$ cat src/rtl/mem_port_arbiter.sv
// Arbitrates IF and DM ports onto one memory; DM has priority, IF is forced after STARVE_MAX lost contests. Optional MEM_ARB_TIMEOUT_EN.
// Latency is 2+L cycles from grant to ack, with at least one IDLE cycle between grants. stall_o is high while either port waits.
module mem_port_arbiter #(
    parameter int ADDR_W     = 32,
    parameter int DATA_W     = 32,
    parameter int STARVE_MAX = 4,
    parameter int TIMEOUT    = 64
) (
    input  logic              clk_i,
    input  logic              rst_i,
    input  logic              if_req_i,
    input  logic [ADDR_W-1:0] if_addr_i,
    output logic [DATA_W-1:0] if_rdata_o,
    output logic              if_ack_o,
    input  logic              dm_req_i,
    input  logic              dm_we_i,
    input  logic [ADDR_W-1:0] dm_addr_i,
    input  logic [DATA_W-1:0] dm_wdata_i,
    output logic [DATA_W-1:0] dm_rdata_o,
    output logic              dm_ack_o,
    output logic              mem_req_o,
    output logic              mem_we_o,
    output logic [ADDR_W-1:0] mem_addr_o,
    output logic [DATA_W-1:0] mem_wdata_o,
    input  logic [DATA_W-1:0] mem_rdata_i,
    input  logic              mem_ack_i,
    output logic              stall_o,
    output logic              err_o
);

    localparam logic [1:0] S_IDLE    = 2'd0;
    localparam logic [1:0] S_BUSY_IF = 2'd1;
    localparam logic [1:0] S_BUSY_DM = 2'd2;
    localparam logic [1:0] S_DONE    = 2'd3;

    localparam logic [3:0]        STARVE_LIM = 4'(STARVE_MAX);
    localparam logic [DATA_W-1:0] TMO_DATA   = {(DATA_W/32){32'hDEAD_BEEF}};

    if (STARVE_MAX < 1 || STARVE_MAX > 15 || TIMEOUT < 1) begin : g_param_err
        $error("mem_port_arbiter: STARVE_MAX must be 1..15 and TIMEOUT at least 1");
    end

    logic [1:0]        state_q, state_d;
    logic              sel_dm_q, sel_dm_d;
    logic [3:0]        starve_q, starve_d;
    logic              mem_req_q, mem_req_d;
    logic              mem_we_q, mem_we_d;
    logic [ADDR_W-1:0] mem_addr_q, mem_addr_d;
    logic [DATA_W-1:0] mem_wdata_q, mem_wdata_d;
    logic [DATA_W-1:0] if_rdata_q, if_rdata_d;
    logic [DATA_W-1:0] dm_rdata_q, dm_rdata_d;
    logic              busy;
    logic              tmo_hit;
    logic              grant_if;

    assign busy = (state_q == S_BUSY_IF) || (state_q == S_BUSY_DM);

`ifdef MEM_ARB_TIMEOUT_EN
    localparam int              TMO_W    = $clog2(TIMEOUT + 1);
    localparam logic [TMO_W-1:0] TMO_LAST = TMO_W'(TIMEOUT - 1);

    logic [TMO_W-1:0] tmo_q, tmo_d;
    logic             err_q, err_d;

    // Counter is zero in IDLE/DONE, so every access starts from a clean count.
    assign tmo_hit = busy && (tmo_q == TMO_LAST);
    assign tmo_d   = busy ? tmo_q + 1'b1 : '0;
    assign err_d   = tmo_hit && !mem_ack_i;
    assign err_o   = err_q;

    always_ff @(posedge clk_i or negedge rst_i) begin
        if (!rst_i) begin
            tmo_q <= '0;
            err_q <= 1'b0;
        end else begin
            tmo_q <= tmo_d;
            err_q <= err_d;
        end
    end
`else
    assign tmo_hit = 1'b0;
    assign err_o   = 1'b0;
`endif

    always_comb begin
        state_d     = state_q;
        sel_dm_d    = sel_dm_q;
        starve_d    = starve_q;
        mem_req_d   = mem_req_q;
        mem_we_d    = mem_we_q;
        mem_addr_d  = mem_addr_q;
        mem_wdata_d = mem_wdata_q;
        if_rdata_d  = if_rdata_q;
        dm_rdata_d  = dm_rdata_q;
        grant_if    = if_req_i && (!dm_req_i || starve_q == STARVE_LIM);
        case (state_q)
            S_IDLE: begin
                if (grant_if) begin
                    state_d     = S_BUSY_IF;
                    sel_dm_d    = 1'b0;
                    starve_d    = '0;
                    mem_req_d   = 1'b1;
                    mem_we_d    = 1'b0;
                    mem_addr_d  = if_addr_i;
                    mem_wdata_d = '0;
                end else if (dm_req_i) begin
                    state_d     = S_BUSY_DM;
                    sel_dm_d    = 1'b1;
                    mem_req_d   = 1'b1;
                    mem_we_d    = dm_we_i;
                    mem_addr_d  = dm_addr_i;
                    mem_wdata_d = dm_wdata_i;
                    if (if_req_i && starve_q != STARVE_LIM) begin
                        starve_d = starve_q + 4'd1;
                    end
                end
            end
            S_BUSY_IF, S_BUSY_DM: begin
                // A real ack in the final counted cycle still wins over the timeout.
                if (mem_ack_i) begin
                    state_d   = S_DONE;
                    mem_req_d = 1'b0;
                    if (sel_dm_q) dm_rdata_d = mem_rdata_i;
                    else          if_rdata_d = mem_rdata_i;
                end else if (tmo_hit) begin
                    state_d   = S_DONE;
                    mem_req_d = 1'b0;
                    if (sel_dm_q) dm_rdata_d = TMO_DATA;
                    else          if_rdata_d = TMO_DATA;
                end
            end
            default: state_d = S_IDLE;
        endcase
    end

    always_ff @(posedge clk_i or negedge rst_i) begin
        if (!rst_i) begin
            state_q     <= S_IDLE;
            sel_dm_q    <= 1'b0;
            starve_q    <= '0;
            mem_req_q   <= 1'b0;
            mem_we_q    <= 1'b0;
            mem_addr_q  <= '0;
            mem_wdata_q <= '0;
            if_rdata_q  <= '0;
            dm_rdata_q  <= '0;
        end else begin
            state_q     <= state_d;
            sel_dm_q    <= sel_dm_d;
            starve_q    <= starve_d;
            mem_req_q   <= mem_req_d;
            mem_we_q    <= mem_we_d;
            mem_addr_q  <= mem_addr_d;
            mem_wdata_q <= mem_wdata_d;
            if_rdata_q  <= if_rdata_d;
            dm_rdata_q  <= dm_rdata_d;
        end
    end

    assign if_ack_o    = (state_q == S_DONE) && !sel_dm_q;
    assign dm_ack_o    = (state_q == S_DONE) && sel_dm_q;
    assign if_rdata_o  = if_rdata_q;
    assign dm_rdata_o  = dm_rdata_q;
    assign mem_req_o   = mem_req_q;
    assign mem_we_o    = mem_we_q;
    assign mem_addr_o  = mem_addr_q;
    assign mem_wdata_o = mem_wdata_q;
    assign stall_o     = (if_req_i && !if_ack_o) || (dm_req_i && !dm_ack_o);

endmodule
$ cat config.mk
export PLATFORM = sky130hd
export DESIGN_NAME = mem_port_arbiter
export DESIGN_NICKNAME = d
export VERILOG_FILES = /design/src/rtl/mem_port_arbiter.sv
export SDC_FILE = /design/constraint.sdc
export NUM_CORES = 1
export LEC_CHECK = 0
export ABC_AREA = 1
export BUFFER_PORTS_ARGS = -buffer_cell sky130_fd_sc_hd__buf_2
export CAP_MARGIN = 10
export CORE_MARGIN = 3
export CORE_UTILIZATION = 50
export DETAILED_ROUTE_END_ITERATION = 12
export PLACE_DENSITY = 0.88
export SLEW_MARGIN = 15
export SYNTH_ARGS = -nofsm -noshare
export SYNTH_HDL_FRONTEND = slang
export SYNTH_SLANG_ARGS = --single-unit
$ cat constraint.sdc
create_clock -name clk_i -period 2.57 [get_ports clk_i]
set_input_delay 0.514 -clock clk_i [delete_from_list [all_inputs] [get_ports clk_i]]
set_output_delay 0.514 -clock clk_i [all_outputs]
set_load 0.05 [all_outputs]
==> results.toml, run 1 <==
[route]
wl_per_cell_um = 14.53
routed_wl_um = 16070
drtIter0Drc = 496
ant_nets = 0
viasPerCell = 4.965
remaining_drc_errors = 0
num_vias = 5491
drt_pass1_iterations = 6

[cts]
clk_pin_slew_ns = 0.06
tritoncts = "yes"
clkLatencyLatePin_ns = 0.41
h-tree-depth = 4
post-cts-setup-buffers = 0
cts-hold-fix-buffers = 0
numCtsBuffers = 17
cts_buffer_depth = 2
cts_resized = 0
cts-root-buf = "clkbuf_16"
cts.sinks = 137

[floorplan]
die_area_um2 = 13280
die_y_um = 115.3
fp.coreArea_um2 = 11560
rows = 39
die_w_um = 115.3
start_util_pct = 51.61
io_pins = 268

[timing]
fin_ws_ns = 0.4787
maxSlewViolCount = 0
worst_pin_slew_ns = 0.6993
totalNegativeSetupSlack_ns = 0
report.final.setup_viol = 0
min_period_ns = 2.091
hold_viol = 0
max_slew_margin_pct = 53.38
clock.fmax_ghz = 0.4782
rsz0062_at_grt = "false"
period_share_pct = 81.37
clock_skew_ns = 0.004563

[cells_and_area]
fill_cells = 930
finalNetCount = 1088
multi_input_area_um2 = 2012
drive_gt1_share_pct = 32.85
final_core_util_pct = 69.51
final_cell_mix = "buf_2 (265), nand2_1 (244), dfrtp_1 (137), inv_1 (79), nand3_1 (70)"
area_growth_pct = 34.70
layout.cells.non_filler = 1106
stdcell_area_um2 = 8039
final_common_cell = "buf_2"
seq_area_um2 = 3428

[global_routing]
grt_pass1_wl_um = 25030
grt_max_degree = 74
grt_overflow = 0
antenna_found_initial = 0
grt_pass1_vias = 5089
track_usage_pct = 24.12

[placed_design]
dp_slack_ns = 0.6525
place_congestion = 0.8262
dp.cells = 1073
placed_area_um2 = 7410
numPortBuffers = 266
dp.final_hpwl_um = 11400

[worst_setup_path]
crit_path_max_fanout = 4
crit_start = "state_q[0]$_DFFE_PN0P_"
r2r-start = "state_q[0]$_DFFE_PN0P_"
cp_slowest_stage_delay_ns = 0.41
crit_family = "flip-flops"
arrival_ns = 1.58
critPathCaptureType = "output port"
critPathBufInv = 2
critPathSlowestCell = "dfrtp_1"
critPathKind = "flip-flop to output port"
worst-r2r-setup-slack_ns = 0.72
start_kind = "flip-flop"
path_cells = "ha_1, inv_1, o21ai_0, nand2_1, buf_2"
cp.required_ns = 2.06

[status]
status = "finished, final reports clean"

[yosys]
yosys_register_bits = 137
syn-num-nets = 832
ys_warn_count = 0
synthArstFlopShare_pct = 100.0
synth_seq_area_share_pct = 57.44
syn_inst = 693
synth_cell_types = 23
synth_edf_count = 0
synth_area_per_cell_um2 = 8.612
ys.flop_type = "dfrtp_1"
syn_area_um2 = 5968

[flow_run]
drv_cap = 0

[pwr]
leakage_nw = 4.722
p_per_area_nw_per_um2 = 1629
ir_drop_mv = 1.119

[min_path]
hold_path_class = "input port to async pin"
layer usage:
layer  part of all wire [%]  vias to the layer above  track usage [%]
met2                     50                      247            40.01
met3                    8.1                       32            7.316
met1                     39                     2527            29.42
li1                       -                     2685                -
met5                      0                        -                0
met4                    2.2                        0            10.02
state kept, by name, indices dropped and copies added (netlist names):
signal       cells
sel_dm_q         1
if_rdata_o      32
mem_we_o         1
dm_rdata_o      32
state_q          2
mem_req_o        1
starve_q         4
mem_addr_o      32
mem_wdata_o     32
synthesized netlist by cell type, types with 2 or more instances:
library cell	count	area, µm²
nand3b_1	32	240.2
buf_6	3	33.78
clkbuf_1	13	48.80
nand2_1	246	923.4
ha_1	5	62.56
dfrtp_1	137	3428
nor2_1	3	11.26
inv_1	79	296.5
nor2_4	2	22.52
nand3_1	70	350.3
buf_4	10	75.07
buf_2	15	75.07
nand2_2	2	12.51
o21ai_0	67	335.3
cell families after synthesis:
family	Yosys count	share of synthesized area, %
simple gates	357	26.35
flops	137	57.44
fa+ha+maj	5	1.048
other cells	1	0.06283
compound gates	71	6.017
xor+xnor	1	0.1468
buf+inv	121	8.931
power breakdown:
group	internal (W)	switching, W
Clock	0.00163	0.000905
Sequential	0.00318	0.000567
Combinational	0.00151	0.00530
path summary, 6_finish.rpt:
kind / depth (start not counted) / to
worst max-delay path: 5 / stall_o
worst min register to register: 2 / mem_addr_o[2]$_DFFE_PN0P_
worst max register to register: 7 / mem_req_o$_DFFE_PN0P_
min in group clk_i: 3 / mem_wdata_o[21]$_DFFE_PN0P_
worst min-delay path: 1 / dm_rdata_o[24]$_DFFE_PN0P_
max in group asynchronous: 2 / mem_addr_o[8]$_DFFE_PN0P_
cell type report:
type | count | area share [%]
flip-flops and latches | 137 | 42.65
multi-input cells | 435 | 25.03
repair buffers | 278 | 18.54
clock buffers | 18 | 5.339
inverters | 80 | 3.735
clock inverters | 14 | 2.459
well taps | 143 | 2.226
diodes | 1 | 0.03113
per-stage QoR:
step,power [W],hold WS [ns]
2_1_floorplan,0.008850,0.2184
3_3_place_gp,0.01041,0.4573
3_5_place_dp,0.01060,0.4594
4_1_cts,0.01321,0.1250
5_1_grt,0.01389,0.1431
6_report,0.01309,0.1094
(Power assumes the default switching activity.)
==> run 2: changes to the inputs <==
--- a/config.mk
+++ b/config.mk
@@ -9,9 +9,9 @@
 export BUFFER_PORTS_ARGS = -buffer_cell sky130_fd_sc_hd__buf_2
 export CAP_MARGIN = 10
 export CORE_MARGIN = 3
-export CORE_UTILIZATION = 50
+export CORE_UTILIZATION = 43
 export DETAILED_ROUTE_END_ITERATION = 12
-export PLACE_DENSITY = 0.88
+export PLACE_DENSITY = 0.81
 export SLEW_MARGIN = 15
 export SYNTH_ARGS = -nofsm -noshare
 export SYNTH_HDL_FRONTEND = slang
==> constraint.sdc (replaced) <==
create_clock -name clk_i -period 1.75 [get_ports clk_i]
set_input_delay 0.35 -clock clk_i [delete_from_list [all_inputs] [get_ports clk_i]]
set_output_delay 0.35 -clock clk_i [all_outputs]
set_load 0.05 [all_outputs]
==> results.toml, run 2 (synthesis results as in run 1) <==
[cells_and_area]
antenna_cells = 0
final_core_util_pct = 60.97
area_growth_pct = 36.90
drive_gt1_share_pct = 33.82
fill_cells = 1195
final_cell_mix = "buf_2 (262), nand2_1 (242), dfrtp_1 (137), inv_1 (77), nand3_1 (70)"
final_common_cell = "buf_2"
finalNetCount = 1093
stdcell_area_um2 = 8170

[worst_setup_path]
reg2reg_to = "mem_wdata_o[21]$_DFFE_PN0P_"
crit_family = "flip-flops"
cp.required_ns = 1.40
critPathSlowestCell = "dfrtp_1"
worst-r2r-setup-slack_ns = 0.11
cp_slowest_stage_delay_ns = 0.42
critPathKind = "flip-flop to output port"
arrival_ns = 1.37
path_cells = "ha_4, inv_2, o21ai_2, nand2_1, buf_6"
start_kind = "flip-flop"
rr_worst_depth = 9
crit_path_max_fanout = 3
critPathCaptureType = "output port"
critPathBufInv = 2
r2r-start = "state_q[1]$_DFFE_PN0P_"

[floorplan]
die_w_um = 123.8
start_util_pct = 44.54
die_area_um2 = 15330
die_y_um = 123.8
io_pins = 268
fp.coreArea_um2 = 13400
rows = 42

[pwr]
p_per_area_nw_per_um2 = 2347
swShare_pct = 52.54
power_frac_comb_pct = 53.8
p_clk_share_pct = 17.6
leakage_nw = 4.745
p_switching_w = 0.01008
ir_drop_mv = 1.257
intPower_w = 0.009102
totalPowerFinal_w = 0.01918
pwr-share-seq_pct = 28.7

[route]
viasPerCell = 4.854
wl_per_cell_um = 14.68
ant_nets = 0
remaining_drc_errors = 0
routed_wl_um = 16780
drtIter0Drc = 283
drt_pass1_iterations = 5
num_vias = 5548

[cts]
h-tree-depth = 4
numCtsBuffers = 17
cts.sinks = 137
clk_pin_slew_ns = 0.06
cts-root-buf = "clkbuf_16"
clkLatencyLatePin_ns = 0.41
tritoncts = "yes"
cts_buffer_depth = 2

[timing]
holdWs_ns = 0.1626
min_period_ns = 1.715
clock.fmax_ghz = 0.5831
clock_skew_ns = 0.009081
fin_ws_ns = 0.03491
rsz0062_at_grt = "true"
report.final.setup_viol = 0
maxSlewViolCount = 0
hold_viol = 0
period_share_pct = 98.01

[min_path]
min_path_cells = 3
min-delay-start = "dm_wdata_i[7]"
hold_path_class = "input port to flip-flop"
whs_endpoint = "mem_wdata_o[7]$_DFFE_PN0P_"

[flow_run]
drv_cap = 0

[global_routing]
antenna_found_initial = 1
grt_pass1_wl_um = 24890
track_usage_pct = 20.84
grt_overflow = 0
grt_max_degree = 66
grt_pass1_vias = 5107

[placed_design]
place_congestion = 0.8032
dp_slack_ns = 0.1711
dp.final_hpwl_um = 11380
placed_area_um2 = 7481
numPortBuffers = 266

[status]
status = "finished, final reports clean"
run 2: final cells by class:
cell class | count | area (µm²) | share of cell area, %
Clock buffer | 20 | 446.7 | 5.467
Clock inverter | 12 | 115.1 | 1.409
Inverter | 80 | 300.3 | 3.675
Multi-Input combinational cell | 435 | 2038 | 24.95
Sequential cell | 137 | 3428 | 41.96
Tap cell | 176 | 220.2 | 2.695
Timing Repair Buffer | 283 | 1622 | 19.85
run 2: power by group through the flow:
stage	sequential, W	combinational (W)	clock (W)
floorplan	0.0103	0.00271	0
global placement	0.00547	0.00990	0
detailed placement	0.00547	0.0101	0
CTS	0.00548	0.0101	0.00345
global route	0.00568	0.0110	0.00362
finish	0.00550	0.0103	0.00337
run 2: how the worst max path moves through the flow:
stage | cells past startpoint | start | slack (ns) | to
final | 5 | state_q[1]$_DFFE_PN0P_ | 0.03 | stall_o
after global routing | 5 | state_q[0]$_DFFE_PN0P_ | -0.04 | stall_o
after CTS | 5 | state_q[1]$_DFFE_PN0P_ | -0.02 | stall_o
after detailed placement | 8 | starve_q[1]$_DFFE_PN0P_ | 0.17 | mem_addr_o[16]$_DFFE_PN0P_
after global placement | 8 | starve_q[1]$_DFFE_PN0P_ | 0.21 | mem_addr_o[16]$_DFFE_PN0P_
after floorplan | 4 | if_req_i | 0.16 | stall_o
run 2: layer usage:
metal / share of wire, % / GRT usage [%]
met1: 41 / 26.00
met2: 48 / 33.59
met3: 9.6 / 7.175
met4: 1.6 / 7.751
met5: 0.054 / 0
run 2: worst register-to-register path, delay by kind of cell (launching register included):
kind / cells / cell delay, ns
fa+ha+maj: 1 / 0.21
buf+inv: 5 / 0.60
simple gates: 3 / 0.31
flops: 1 / 0.42
run 2: repair_timing:
action                                  in CTS  in global routing
resized for setup                           10                  8
gates cloned                                 0                  2
pin swaps                                    1                  3
endpoints found under the setup margin       3                 58
endpoints found under the hold margin       33                  0
buffers inserted                             1                  2
hold buffers                                 1                  0
run 2: through the flow:
stage               setup TNS [ns]  std cells
CTS                       -0.05093       1139
global placement                 0       1105
finish                           0       1143
global route              -0.05723       1143
detailed placement               0       1105
floorplan                        0        693
==> run 3: changes to the inputs <==
==> constraint.sdc (replaced) <==
create_clock -name clk_i -period 1.75 [get_ports clk_i]
set_input_delay 0.2625 -clock clk_i [delete_from_list [all_inputs] [get_ports clk_i]]
set_output_delay 0.2625 -clock clk_i [all_outputs]
set_load 0.05 [all_outputs]
==> results.toml, run 3 (synthesis results as in run 1) <==
[pwr]
p_per_area_nw_per_um2 = 2357
pwr-share-seq_pct = 28.4
leakage_nw = 4.771
p_switching_w = 0.009914
swShare_pct = 51.40
ir_drop_mv = 1.496
power_frac_comb_pct = 52.6
intPower_w = 0.009373
p_clk_share_pct = 18.9

[cells_and_area]
final_cell_mix = "buf_2 (262), nand2_1 (244), dfrtp_1 (137), inv_1 (79), nand3_1 (70)"
area_growth_pct = 37.09
final_core_util_pct = 61.06
antenna_cells = 0
drive_gt1_share_pct = 33.57
stdcell_area_um2 = 8182
final_common_cell = "buf_2"
finalNetCount = 1097

[timing]
clock_skew_ns = 0.01173
maxSlewViolCount = 0
report.final.setup_viol = 0
clock.fmax_ghz = 0.6003
min_period_ns = 1.666
hold_viol = 0
period_share_pct = 95.19
rsz0062_at_grt = "false"

[worst_setup_path]
arrival_ns = 1.40
critPathCaptureType = "output port"
start_kind = "flip-flop"
crit_family = "flip-flops"
cp_slowest_stage_delay_ns = 0.41
critPathKind = "flip-flop to output port"
crit_path_max_fanout = 4
path_cells = "ha_2, inv_1, o21ai_1, nand2_1, buf_6"
critPathSlowestCell = "dfrtp_1"
critPathBufInv = 2
cp.required_ns = 1.49

[route]
ant_nets = 0
remaining_drc_errors = 0
drtIter0Drc = 315
routed_wl_um = 16460
wl_per_cell_um = 14.35
drt_pass1_iterations = 5
viasPerCell = 4.764
num_vias = 5464

[floorplan]
die_w_um = 123.8
start_util_pct = 44.54
die_y_um = 123.8
fp.coreArea_um2 = 13400
die_area_um2 = 15330
rows = 42
io_pins = 268

[min_path]
hold_path_class = "input port to flip-flop"

[global_routing]
grt_pass1_wl_um = 24700
grt.busiest_layer = "met2"
met3_usage_pct = 7.039
track_usage_pct = 20.76
met1_usage_pct = 24.47
grt_pass1_vias = 5126
antenna_found_initial = 1
met2_usage_pct = 34.88
grt_overflow = 0
grt_max_degree = 65

[cts]
cts.sinks = 137
clkLatencyLatePin_ns = 0.42
clk_pin_slew_ns = 0.06
cts_buffer_depth = 2
tritoncts = "yes"
h-tree-depth = 4
numCtsBuffers = 17
cts-root-buf = "clkbuf_16"

[placed_design]
placed_area_um2 = 7506
dp.final_hpwl_um = 11970
place_congestion = 0.8480
numPortBuffers = 266

[status]
status = "finished, final reports clean"

[flow_run]
drv_cap = 0
## run 3: tightest hold or removal path, cell delays in order
cell and delay [ns]:
buf_2 0.07, nand3_1 0.06, nand2_1 0.05
## run 3: through the flow
step	hold slack (ns)	TNS [ns]	total power [W]	cells	worst slack (ns)
floorplan	-0.03309	0	0.01300	693	0.2673
global placement	0.1659	0	0.01541	1110	0.2848
detailed placement	0.1702	0	0.01562	1110	0.2287
CTS	0.05288	-0.01243	0.01938	1143	-0.01243
global route	0.06894	0	0.02044	1147	0.0004677
finish	0.07305	0	0.01929	1147	0.08417
## run 3: worst paths after layout
path,from,to,slack [ns],depth (start not counted)
hold / removal,dm_wdata_i[21],mem_wdata_o[21]$_DFFE_PN0P_,0.07,3
setup reg to reg,state_q[0]$_DFFE_PN0P_,mem_addr_o[7]$_DFFE_PN0P_,0.14,8
max in group asynchronous,rst_i,sel_dm_q$_DFFE_PN0P_,0.87,3
hold reg to reg,mem_wdata_o[18]$_DFFE_PN0P_,mem_wdata_o[18]$_DFFE_PN0P_,0.47,2
min in group asynchronous,rst_i,mem_addr_o[7]$_DFFE_PN0P_,0.32,2
setup / recovery,state_q[1]$_DFFE_PN0P_,stall_o,0.08,5
## run 3: repair_timing
action	CTS	global route
gates resized for setup	4	4
buffers inserted	0	4
hold buffers	1	0
setup endpoints to repair	2	3
hold endpoints to repair	27	0
pin swaps	0	1
## run 3: layout make-up
type	count	area, µm²
tap	176	220.2
timing repair buffer	287	1600
inverter	80	300.3
fill	1176	5219
multi-input combinational	435	2017
sequential	137	3428
clock inverter	11	145.1
clock buffer	21	470.5
## run 3: power groups by stage
stage,logic [W],clock network (W),registers (W)
final,0.0102,0.00365,0.00548
after global routing,0.0109,0.00388,0.00566
after CTS,0.0102,0.00373,0.00549
after detailed placement,0.0101,0,0.00548
after global placement,0.00995,0,0.00546
after floorplan,0.00271,0,0.0103
## run 3: routing by layer
| layer | share of wire (%) | wire length, µm |
|---|---|---|
| met1 | 39 | 6441 |
| met3 | 9.3 | 1538 |
| met5 | 0.079 | 13 |
| met2 | 49 | 8137 |
| met4 | 2.0 | 326 |
